### src/rtl/fetch_stage.sv
// Instruction-fetch front end: owns the PC, issues single-outstanding imem requests,
// buffers responses in a 2-entry queue and drives the IF/ID pipeline register.
module fetch_stage #(
  parameter logic [31:0] RESET_PC  = 32'h0000_0000,
  parameter logic [31:0] NOP_INSTR = 32'h0000_0013
) (
  input  logic        i_clk,
  input  logic        i_rst_n,
  input  logic        i_stall_f,
  input  logic        i_stall_d,
  input  logic        i_flush_d,
  input  logic        i_pcsrc_e,
  input  logic [31:0] i_pc_target_e,
  output logic        o_imem_req,
  output logic [31:0] o_imem_addr,
  input  logic        i_imem_gnt,
  input  logic        i_imem_rvalid,
  input  logic [31:0] i_imem_rdata,
  output logic [31:0] o_if_id_instr,
  output logic [31:0] o_if_id_pc,
  output logic [31:0] o_if_id_pc4,
  output logic        o_if_id_valid,
  output logic        o_fetch_empty
);

  typedef enum logic [1:0] {
    S_REQ  = 2'd0,
    S_WAIT = 2'd1,
    S_DROP = 2'd2
  } state_t;

  state_t      state, state_nxt;
  logic [31:0] pc_f, pc_f_nxt, pc_req;
  logic [31:0] q_pc    [2];
  logic [31:0] q_instr [2];
  logic [1:0]  count;
  logic        wr_ptr, rd_ptr;
  logic        issue, push, pop, queue_empty;

  assign queue_empty   = (count == 2'd0);
  assign pop           = ~i_flush_d & ~i_stall_d & ~queue_empty;
  assign o_imem_req    = issue;
  assign o_imem_addr   = pc_f;
  assign o_fetch_empty = queue_empty;

  always_comb begin
    issue     = 1'b0;
    push      = 1'b0;
    state_nxt = state;
    pc_f_nxt  = pc_f;
    case (state)
      S_REQ: begin
        issue = (count < 2'd2) & ~i_stall_f & ~i_pcsrc_e;
        // A grant seen alongside a redirect belongs to the old path; its response must be eaten.
        if (i_pcsrc_e && i_imem_gnt) begin
          state_nxt = S_DROP;
        end else if (issue && i_imem_gnt) begin
          pc_f_nxt  = pc_f + 32'd4;
          state_nxt = S_WAIT;
        end
      end
      S_WAIT: begin
        if (i_imem_rvalid) begin
          push      = ~i_pcsrc_e;
          state_nxt = S_REQ;
        end else if (i_pcsrc_e) begin
          state_nxt = S_DROP;
        end
      end
      S_DROP: begin
        if (i_imem_rvalid) state_nxt = S_REQ;
      end
      default: state_nxt = S_REQ;
    endcase
    if (i_pcsrc_e) pc_f_nxt = i_pc_target_e;
  end

  always_ff @(posedge i_clk or negedge i_rst_n) begin
    if (!i_rst_n) begin
      state  <= S_REQ;
      pc_f   <= RESET_PC;
      pc_req <= '0;
    end else begin
      state <= state_nxt;
      pc_f  <= pc_f_nxt;
      if (issue && i_imem_gnt) pc_req <= pc_f;
    end
  end

  always_ff @(posedge i_clk or negedge i_rst_n) begin
    if (!i_rst_n) begin
      count  <= '0;
      wr_ptr <= 1'b0;
      rd_ptr <= 1'b0;
    end else if (i_pcsrc_e) begin
      count  <= '0;
      wr_ptr <= 1'b0;
      rd_ptr <= 1'b0;
    end else begin
      if (push) wr_ptr <= ~wr_ptr;
      if (pop)  rd_ptr <= ~rd_ptr;
      if (push && !pop)      count <= count + 2'd1;
      else if (pop && !push) count <= count - 2'd1;
    end
  end

  always_ff @(posedge i_clk) begin
    if (push) begin
      q_pc[wr_ptr]    <= pc_req;
      q_instr[wr_ptr] <= i_imem_rdata;
    end
  end

  always_ff @(posedge i_clk or negedge i_rst_n) begin
    if (!i_rst_n) begin
      o_if_id_instr <= NOP_INSTR;
      o_if_id_pc    <= '0;
      o_if_id_pc4   <= 32'd4;
      o_if_id_valid <= 1'b0;
    end else if (i_flush_d || (!i_stall_d && queue_empty)) begin
      o_if_id_instr <= NOP_INSTR;
      o_if_id_pc    <= '0;
      o_if_id_pc4   <= 32'd4;
      o_if_id_valid <= 1'b0;
    end else if (!i_stall_d) begin
      o_if_id_instr <= q_instr[rd_ptr];
      o_if_id_pc    <= q_pc[rd_ptr];
      o_if_id_pc4   <= q_pc[rd_ptr] + 32'd4;
      o_if_id_valid <= 1'b1;
    end
  end

endmodule

### config.mk
export PLATFORM = sky130hd
export DESIGN_NAME = fetch_stage
export DESIGN_NICKNAME = d
export VERILOG_FILES = /design/src/rtl/fetch_stage.sv
export SDC_FILE = /design/constraint.sdc
export NUM_CORES = 1
export LEC_CHECK = 0
export ABC_AREA = 1
export CORE_MARGIN = 10
export CORE_UTILIZATION = 35
export DETAILED_ROUTE_END_ITERATION = 10
export MAX_ROUTING_LAYER = met4
export PLACE_DENSITY = 0.68
export SYNTH_ARGS = -nofsm -noshare
export SYNTH_HDL_FRONTEND = slang
export SYNTH_SLANG_ARGS = --single-unit
export TNS_END_PERCENT = 30
### constraint.sdc
create_clock -name i_clk -period 11.5 [get_ports i_clk]
set_clock_uncertainty 0.2 [all_clocks]
set_input_delay 1.15 -clock i_clk [delete_from_list [all_inputs] [get_ports i_clk]]
set_output_delay 1.15 -clock i_clk [all_outputs]
set_load 0.005 [all_outputs]
==> flow_metrics.py, run 1 <==
metrics = {
    "global_route": {
        "grt_usage_pct": 14.8,
        "grt_overflow": 0,
        "antenna_found_initial": 0,
        "grt_pass1_vias": 9122,
        "grt_pass1_wl_um": 51700,
        "grt_max_degree": 94,
    },
    "critical_path": {
        "slowest_stage": "nor2_2",
        "cp_top_family": "buffers and inverters",
        "cp_data_required_time_ns": 11.72,
        "reg2regPathDepth": 7,
        "cp_cell_sequence": "clkdlybuf4s50_1, buf_4, inv_1, nand3_1, nor2_2, inv_2, nor2_1, xor2_1, a21oi_1",
        "startpoint_type": "input pin",
        "worst-path-buf-inv": 4,
        "path_max_fanout": 71,
        "critPathArrivalTime_ns": 4.42,
        "path_class": "in2reg",
        "r2r-end": "o_imem_addr[11]$_DFFE_PN0P_",
        "cp-endpoint": "o_imem_addr[11]$_DFFE_PN0P_",
        "cpPeakStageDelay_ns": 0.87,
        "r2r_slack_ns": 8.30,
        "timing.rr.start": "count[1]$_DFFE_PN0P_",
        "path_depth": 9,
        "cp-end-kind": "flop",
        "cp-startpoint": "i_pcsrc_e",
    },
    "placement": {
        "gp_congestion": 0.882,
        "numPortBuffers": 202,
        "dp_hpwl_um": 22600,
        "dp_slack_ns": 6.79,
    },
    "clocking": {
        "cts_buffers": 31,
        "clk-insertion-delay-late_ns": 0.55,
        "clock-sinks": 293,
        "cts_tree": "built",
        "cts_resized": 0,
        "clk_pin_slew_worst_paths_ns": 0.06,
        "ctsHtreeMaxLevel": 1,
        "postCtsSetupBuffers": 0,
        "cts_hold_buf": 0,
        "clk_path_buf_depth": 3,
        "clockRootBuffer": "clkbuf_16",
    },
    "sta": {
        "tightest_slew_ns": 1.13,
        "hold_violations": 0,
        "fin_ws_ns": 7.30,
        "fin_crit_ns": 4.20,
        "slew_violations": 0,
        "setup_viol": 0,
        "fin_crit_sh_pct": 36.5,
        "fin_tns_setup_ns": 0,
        "timing.fmax_mhz": 238,
        "max_slew_margin_pct": 24.5,
        "rsz0062_at_grt": "false",
    },
    "yosys": {
        "yosys.cell_types.count": 46,
        "netlist_area_mm2": 0.0126,
        "ys_ff_latch": 293,
        "syn_avg_cell_area_um2": 10.3,
        "synth-edff-count": 128,
        "synth_cells": 1222,
        "yosysTopAreaCell": "dfrtp_1",
        "yosysSeqAreaShare_pct": 63.5,
        "yosysWarningCount": 0,
        "syn_nets": 1296,
        "synth_ff_type": "dfrtp_1",
        "synth_top_area_share_pct": 32.1,
        "synth_area_leaders": "dfrtp_1, edfxtp_1, nand2_1",
        "synthArstFlopShare_pct": 56.3,
    },
    "floorplanning": {
        "die_w_um": 209,
        "ios": 203,
        "initial_core_util_pct": 35.4,
        "die_height_um": 209,
        "rows": 69,
        "die_area_mm2": 0.0438,
        "core-area_mm2": 0.0355,
    },
    "finish": {
        "n_antenna_cell": 0,
        "drive_gt1_share_pct": 8.14,
        "nNetsFinal": 1488,
        "fillers": 3289,
        "area_delta_synth_final_pct": 26.9,
    },
    "pwr": {
        "p_leak_nw": 6.51,
        "p_per_area_mw_per_mm2": 153,
        "peakVddDrop_mv": 0.112,
    },
    "outcome": {
        "run_status": "completed",
    },
    "route": {
        "wl_met2_um": 13900,
        "wirelength_um": 32300,
        "dr.pass1.iters": 5,
        "wire_per_inst_um": 17.0,
        "wl_met1_um": 15900,
        "drt-initial-drc-count": 609,
        "dr_wl_met3_um": 1860,
        "vias": 9155,
        "antenna_left": 0,
        "maxUsedRoutingLayer": "met4",
        "drc_errors": 0,
        "via_per_inst": 4.82,
    },
    "min_path": {
        "holdPathStages": 0,
        "hp-class": "reg2reg",
    },
    "flow_run": {
        "maxCapViolations": 0,
    },
}
sequential cells by signal, indices dropped and copies added, names as in the netlist:
| signal | cells |
|---|---|
| pc_req | 32 |
| wr_ptr | 1 |
| o_if_id_valid | 1 |
| q_pc | 64 |
| count | 2 |
| q_instr | 64 |
| o_imem_addr | 32 |
| o_if_id_instr | 32 |
| rd_ptr | 1 |
| state | 2 |
| o_if_id_pc4 | 30 |
| o_if_id_pc | 32 |
power by group:
part	switching [mW]	total, mW	internal, mW
logic	0.117	0.216	0.0995
registers	0.0651	1.24	1.18
clock network	0.397	0.973	0.576
cells by family (layout without fill, tap and decap cells):
group           Yosys count  after routing  share of synthesized area, %
compound gates          154            154                          7.05
xor+xnor                 19             19                          1.33
fa+ha+maj                 2              2                         0.199
buf+inv                 127            343                          4.65
flops                   293            293                          63.5
mux                      31             31                          2.47
simple gates            596            596                          20.8
how the worst min path moves through the flow:
stage / startpoint / endpoint / slack [ns]
global placement: pc_req[24]$_DFFE_PN0P_ / q_pc[1][24]$_DFFE_PP_ / 0.26
finish: pc_req[16]$_DFFE_PN0P_ / q_pc[1][16]$_DFFE_PP_ / 0.28
CTS: pc_req[15]$_DFFE_PN0P_ / q_pc[1][15]$_DFFE_PP_ / 0.28
global route: pc_req[16]$_DFFE_PN0P_ / q_pc[1][16]$_DFFE_PP_ / 0.29
detailed placement: pc_req[16]$_DFFE_PN0P_ / q_pc[0][16]$_DFFE_PP_ / 0.26
floorplan: pc_req[0]$_DFFE_PN0P_ / q_pc[0][0]$_DFFE_PP_ / 0.24
Yosys cell counts, types with 4 or more instances:
| cell | instances |
|---|---|
| clkbuf_1 | 25 |
| inv_2 | 6 |
| buf_4 | 6 |
| nand2_1 | 369 |
| xor2_1 | 17 |
| a21oi_1 | 8 |
| dfstp_2 | 4 |
| edfxtp_1 | 128 |
| nand2_2 | 22 |
| buf_2 | 14 |
| inv_1 | 69 |
| a22oi_1 | 20 |
| o211ai_1 | 6 |
| dfrtp_1 | 161 |
| nor2_2 | 8 |
| nand3_1 | 63 |
| nor3_1 | 14 |
| nor2_1 | 75 |
| mux2i_1 | 31 |
| nand2_4 | 4 |
| o21ai_1 | 5 |
| nor2_4 | 7 |
| o21ai_0 | 99 |
| buf_6 | 4 |
| nand4_1 | 22 |
final cells by class:
cell class | count | area [µm²] | share of cell area [%]
Sequential cell | 293 | 7980 | 50.1
Multi-Input combinational cell | 802 | 4010 | 25.1
Timing Repair Buffer | 210 | 2080 | 13.1
Clock buffer | 40 | 831 | 5.21
Tap cell | 461 | 577 | 3.62
Inverter | 76 | 290 | 1.82
Clock inverter | 17 | 169 | 1.06
routing by layer:
| layer | GRT usage, % | up-vias |
|---|---|---|
| li1 | - | 4495 |
| met1 | 21.2 | 4329 |
| met2 | 21.4 | 288 |
| met3 | 2.76 | 43 |
| met4 | 3.40 | 0 |
| met5 | - | - |
per-stage QoR:
step	util, %	hold slack, ns	instance area [µm²]	total power [mW]	std cells
floorplan	-	0.242	12600	1.35	1222
global placement	42.1	0.257	14900	1.47	1842
detailed placement	42.1	0.258	14900	1.48	1842
CTS	44.9	0.276	15900	2.46	1899
global route	44.9	0.287	15900	2.54	1899
finish	44.9	0.278	15900	2.43	1899
cell usage in the layout, fill, tap and decap left out, drive strengths merged, types with 20 or more instances in the layout:
| master | n |
|---|---|
| nand2 | 395 |
| clkdlybuf4s50 | 201 |
| dfrtp | 161 |
| edfxtp | 128 |
| o21ai | 104 |
| nor2 | 91 |
| inv | 76 |
| nand3 | 64 |
| clkbuf | 40 |
| mux2i | 31 |
| nand4 | 22 |
| a22oi | 20 |
Note: power is estimated with default switching activity, not from simulation.
==> run 2: changes to the inputs <==
Settings changed: PLACE_DENSITY 0.68 to 0.7.
Clock period 11.5 ns to 3.4 ns, I/O delays scaled along.
==> flow_metrics.py, run 2 (synthesis results as in run 1) <==
metrics = {
    "sta": {
        "rsz0062_at_grt": "false",
        "timing.fmax_mhz": 381,
        "slew_violations": 0,
        "fin_tns_setup_ns": 0,
        "max_slew_margin_pct": 47.5,
        "fin_crit_ns": 2.62,
        "setup_viol": 0,
        "fin_crit_sh_pct": 77.2,
        "tightest_slew_ns": 0.788,
        "hold_violations": 0,
    },
    "global_route": {
        "grt_pass1_wl_um": 52400,
        "grt_overflow": 0,
        "grt_pass1_vias": 9274,
        "grt_max_degree": 77,
        "antenna_found_initial": 0,
        "grt_usage_pct": 15.2,
    },
    "finish": {
        "layout_common_cells": "nand2_1, clkdlybuf4s50_1, dfrtp_1",
        "seq_area_mm2": 0.00798,
        "final_common_cell": "nand2_1",
        "design_area_mm2": 0.0162,
        "drive_gt1_share_pct": 8.94,
        "fin_util_pct": 45.6,
        "n_antenna_cell": 0,
        "fin_cells": 1915,
        "fillers": 3321,
        "nNetsFinal": 1502,
        "area_delta_synth_final_pct": 29.0,
        "reg_top3": "q_instr: 64 flops, q_pc: 64 flops",
        "multi_input_area_mm2": 0.00401,
    },
    "clocking": {
        "clk_path_buf_depth": 3,
        "cts_tree": "built",
        "clockRootBuffer": "clkbuf_16",
        "cts_resized": 0,
        "clk_pin_slew_worst_paths_ns": 0.06,
        "cts_buffers": 34,
        "clock-sinks": 293,
        "ctsHtreeMaxLevel": 2,
        "clk-insertion-delay-late_ns": 0.51,
    },
    "critical_path": {
        "critPathArrivalTime_ns": 2.81,
        "worst-path-buf-inv": 2,
        "path_max_fanout": 38,
        "startpoint_type": "flop",
        "cp_cell_sequence": "inv_6, nand2_1, nand2_2, ha_1, nand2_1, nor2_4, nand2_2, nor2_4, inv_1, o21ai_0, nand3_1",
        "cp-end-kind": "flop",
        "path_depth": 11,
        "path_class": "reg2reg",
        "cp_data_required_time_ns": 3.59,
        "reg2regPathDepth": 11,
        "slowest_stage": "dfrtp_4",
        "cp_top_family": "simple AND/OR/NAND/NOR gates",
        "cpPeakStageDelay_ns": 0.67,
    },
    "outcome": {
        "run_status": "completed",
    },
    "floorplanning": {
        "rows": 69,
        "die_height_um": 209,
        "core-area_mm2": 0.0355,
        "die_w_um": 209,
        "ios": 203,
        "initial_core_util_pct": 35.4,
        "die_area_mm2": 0.0438,
    },
    "route": {
        "drc_errors": 0,
        "antenna_left": 0,
        "drt-initial-drc-count": 662,
        "dr.pass1.iters": 5,
        "wire_per_inst_um": 17.5,
        "wirelength_um": 33500,
        "via_per_inst": 4.84,
        "vias": 9269,
    },
    "placement": {
        "numPortBuffers": 202,
        "dp_hpwl_um": 24000,
        "placed_cells": 1852,
        "place_area_mm2": 0.0151,
        "gp_congestion": 0.879,
    },
    "pwr": {
        "p_leak_nw": 6.64,
        "p_per_area_mw_per_mm2": 530,
        "peakVddDrop_mv": 0.352,
        "p_total_mw": 8.58,
    },
    "flow_run": {
        "maxCapViolations": 0,
    },
    "min_path": {
        "hp-class": "in2async",
    },
}
-- run 2: cell count changes in the layout (fill, tap and decap cells not counted), sizes merged --
cell         change
clkinv           -2
inv              +1
bufinv           -2
clkbuf           +8
buf             +10
dlygate4sd3      +1
-- run 2: cell type report --
| type | instances | share of cell area (%) |
|---|---|---|
| clock buffers | 48 | 6.29 |
| well taps | 461 | 3.56 |
| flip-flops and latches | 293 | 49.3 |
| clock inverters | 14 | 0.665 |
| inverters | 76 | 1.79 |
| multi-input cells | 802 | 24.8 |
| repair buffers | 221 | 13.6 |
-- run 2: per-stage QoR --
stage	worst slack (ns)	hold slack, ns
CTS	0.756	0.196
finish	0.776	0.202
global route	0.546	0.203
detailed placement	0.763	0.230
floorplan	0.275	-0.156
global placement	0.835	0.218
-- run 2: power breakdown --
group          switching (mW)  total [mW]  internal (mW)  leakage [nW]
clock network            1.44        3.61           2.18         0.541
registers               0.226        4.21           3.99          3.34
logic                   0.411       0.759          0.348          2.75
-- run 2: worst paths after layout --
kind | from | end | slack [ns]
setup / recovery | rd_ptr$_DFFE_PN0P_ | o_if_id_pc4[18]$_DFFE_PN0P_ | 0.78
hold / removal | i_rst_n | o_imem_addr[29]$_DFFE_PN0P_ | 0.20
setup reg to reg | rd_ptr$_DFFE_PN0P_ | o_if_id_pc4[18]$_DFFE_PN0P_ | 0.78
hold reg to reg | pc_req[15]$_DFFE_PN0P_ | q_pc[0][15]$_DFFE_PP_ | 0.28
max in group asynchronous | i_rst_n | o_if_id_pc4[20]$_DFFE_PN0P_ | 1.96
min in group i_clk | i_pc_target_e[31] | o_imem_addr[31]$_DFFE_PN0P_ | 0.21
-- run 2: metal layers --
| layer | routed length (µm) | track usage [%] | vias to the layer above | share of wire (%) |
|---|---|---|---|---|
| li1 | - | - | 4523 | - |
| met1 | 16100 | 21.0 | 4445 | 48 |
| met4 | 486 | 3.72 | 0 | 1.5 |
| met5 | 0 | - | - | 0 |
| met2 | 15100 | 22.9 | 266 | 45 |
| met3 | 1880 | 2.63 | 35 | 5.6 |
-- run 2: repair_timing --
| item | CTS | global route |
|---|---|---|
| endpoints found under the hold margin | 70 | 0 |
| hold buffers | 1 | 0 |
| endpoints found under the setup margin | 0 | 0 |
| buffers inserted | 0 | 0 |
==> run 3: changes to the inputs <==
Settings changed: PLACE_DENSITY 0.7 to 0.68.
Clock period 3.4 ns to 2.5 ns, I/O delays scaled along.
==> flow_metrics.py, run 3 (synthesis results as in run 1) <==
metrics = {
    "placement": {
        "dp_slack_ns": 0.181,
        "numPortBuffers": 202,
        "placed_cells": 1858,
        "place_area_mm2": 0.0152,
        "dp_hpwl_um": 23800,
        "gp_congestion": 0.876,
    },
    "critical_path": {
        "path_class": "reg2out",
        "path_max_fanout": 5,
        "startpoint_type": "flop",
        "critPathArrivalTime_ns": 1.90,
        "worst-path-buf-inv": 1,
        "slowest_stage": "clkdlybuf4s50_1",
        "cp_top_family": "buffers and inverters",
        "cp_data_required_time_ns": 2.05,
        "cpPeakStageDelay_ns": 0.60,
        "cp-end-kind": "output port",
        "cp_cell_sequence": "nor2_1, clkdlybuf4s50_1",
    },
    "finish": {
        "fin_cells": 1923,
        "nNetsFinal": 1510,
        "final_common_cell": "nand2_1",
        "area_delta_synth_final_pct": 30.3,
        "layout_common_cells": "nand2_1, clkdlybuf4s50_1, dfrtp_1",
        "reg_top3": "q_instr: 64 flops, q_pc: 64 flops",
        "n_antenna_cell": 0,
        "fillers": 3282,
        "drive_gt1_share_pct": 9.58,
        "design_area_mm2": 0.0164,
    },
    "sta": {
        "slew_violations": 0,
        "max_slew_margin_pct": 53.9,
        "setup_viol": 0,
        "hold-worst-slack_ns": 0.121,
        "fin_crit_sh_pct": 93.9,
        "fin_tns_setup_ns": 0,
        "fin_ws_ns": 0.153,
        "fin_crit_ns": 2.35,
        "hold_violations": 0,
        "tightest_slew_ns": 0.692,
        "timing.fmax_mhz": 426,
    },
    "floorplanning": {
        "rows": 69,
        "core-area_mm2": 0.0355,
        "die_area_mm2": 0.0438,
        "initial_core_util_pct": 35.4,
        "die_w_um": 209,
        "die_height_um": 209,
        "ios": 203,
    },
    "global_route": {
        "antenna_found_initial": 0,
        "grt_pass1_wl_um": 52200,
        "grt_overflow": 0,
        "grt_usage_pct": 15.1,
        "grt_max_degree": 64,
        "grt_pass1_vias": 9469,
    },
    "route": {
        "drt-initial-drc-count": 610,
        "antenna_left": 0,
        "via_per_inst": 4.85,
        "dr.pass1.iters": 5,
        "vias": 9328,
        "drc_errors": 0,
        "wirelength_um": 32900,
        "wire_per_inst_um": 17.1,
    },
    "clocking": {
        "ctsHtreeMaxLevel": 2,
        "cts_buffers": 35,
        "clk_path_buf_depth": 3,
        "clk_pin_slew_worst_paths_ns": 0.05,
        "cts_tree": "built",
        "clock-sinks": 293,
        "clockRootBuffer": "clkbuf_16",
        "clk-insertion-delay-late_ns": 0.50,
    },
    "pwr": {
        "p_leak_nw": 6.74,
        "p_per_area_mw_per_mm2": 716,
        "peakVddDrop_mv": 0.542,
    },
    "outcome": {
        "run_status": "completed",
    },
    "flow_run": {
        "maxCapViolations": 0,
    },
    "min_path": {
        "hp-class": "in2reg",
    },
}
-- run 3: cell types whose count changed in the layout (fill, tap and decap cells not counted), sizes merged --
cell           before  now
buf                19   26
clkinv              9   12
bufinv              1    3
clkinvlp            3    1
clkbuf             48   47
clkdlybuf4s50     201  200
dlymetal6s2s        0    1
inv                77   76
-- run 3: worst paths after layout --
check / from / to / slack, ns / cells after the start
worst max register to register: rd_ptr$_DFFE_PN0P_ / o_if_id_pc4[11]$_DFFE_PN0P_ / 0.23 / 12
max in group asynchronous: i_rst_n / o_imem_addr[14]$_DFFE_PN0P_ / 1.22 / 3
min in group asynchronous: i_rst_n / o_if_id_instr[19]$_DFFE_PN0P_ / 0.16 / 2
worst min register to register: pc_req[19]$_DFFE_PN0P_ / q_pc[0][19]$_DFFE_PP_ / 0.28 / 0
worst max-delay path: count[1]$_DFFE_PN0P_ / o_fetch_empty / 0.15 / 2
worst min-delay path: i_pc_target_e[1] / o_imem_addr[1]$_DFFE_PN0P_ / 0.12 / 3
-- run 3: area by class of cell --
class	instances	area [µm²]	area share, %
Sequential cell	293	7980	48.8
Multi-Input combinational cell	802	4020	24.6
Timing Repair Buffer	228	2350	14.4
Clock buffer	47	973	5.95
Tap cell	461	577	3.53
Inverter	76	293	1.79
Clock inverter	16	155	0.949
-- run 3: metrics by stage --
stage,utilization (%),power (mW)
final,46.1,11.7
after global routing,46.1,12.2
after CTS,46.0,11.9
after detailed placement,42.8,6.86
after global placement,42.8,6.80
after floorplan,-,6.20
-- run 3: worst register-to-register path: stages (launching register included) --
cell and delay [ns]:
dfrtp_4 0.52, inv_6 0.10, buf_12 0.18, nand2_1 0.09
nand2_1 0.16, nand2_1 0.11, nor2_1 0.18, nand3b_1 0.19
buf_4 0.20, nor2_1 0.09, nor2_1 0.05, nand2_1 0.06
nand2_1 0.04
-- run 3: routing by layer --
layer | GRT usage, % | wire [µm]
met5 | - | 0
met2 | 23.3 | 15000
met4 | 3.89 | 606
met3 | 2.64 | 1830
met1 | 20.3 | 15400
-- run 3: report_power, final --
part | internal (mW) | switching, mW
Sequential | 5.42 | 0.294
Combinational | 0.484 | 0.561
Clock | 3.04 | 1.91
Total | 8.95 | 2.77
-- run 3: timing repair --
item | 4_1_cts | 5_1_grt
endpoints found under the setup margin | 0 | 4
resized for setup | 0 | 2
setup buffers | 0 | 1
endpoints found under the hold margin | 56 | 0
hold buffers | 1 | 0
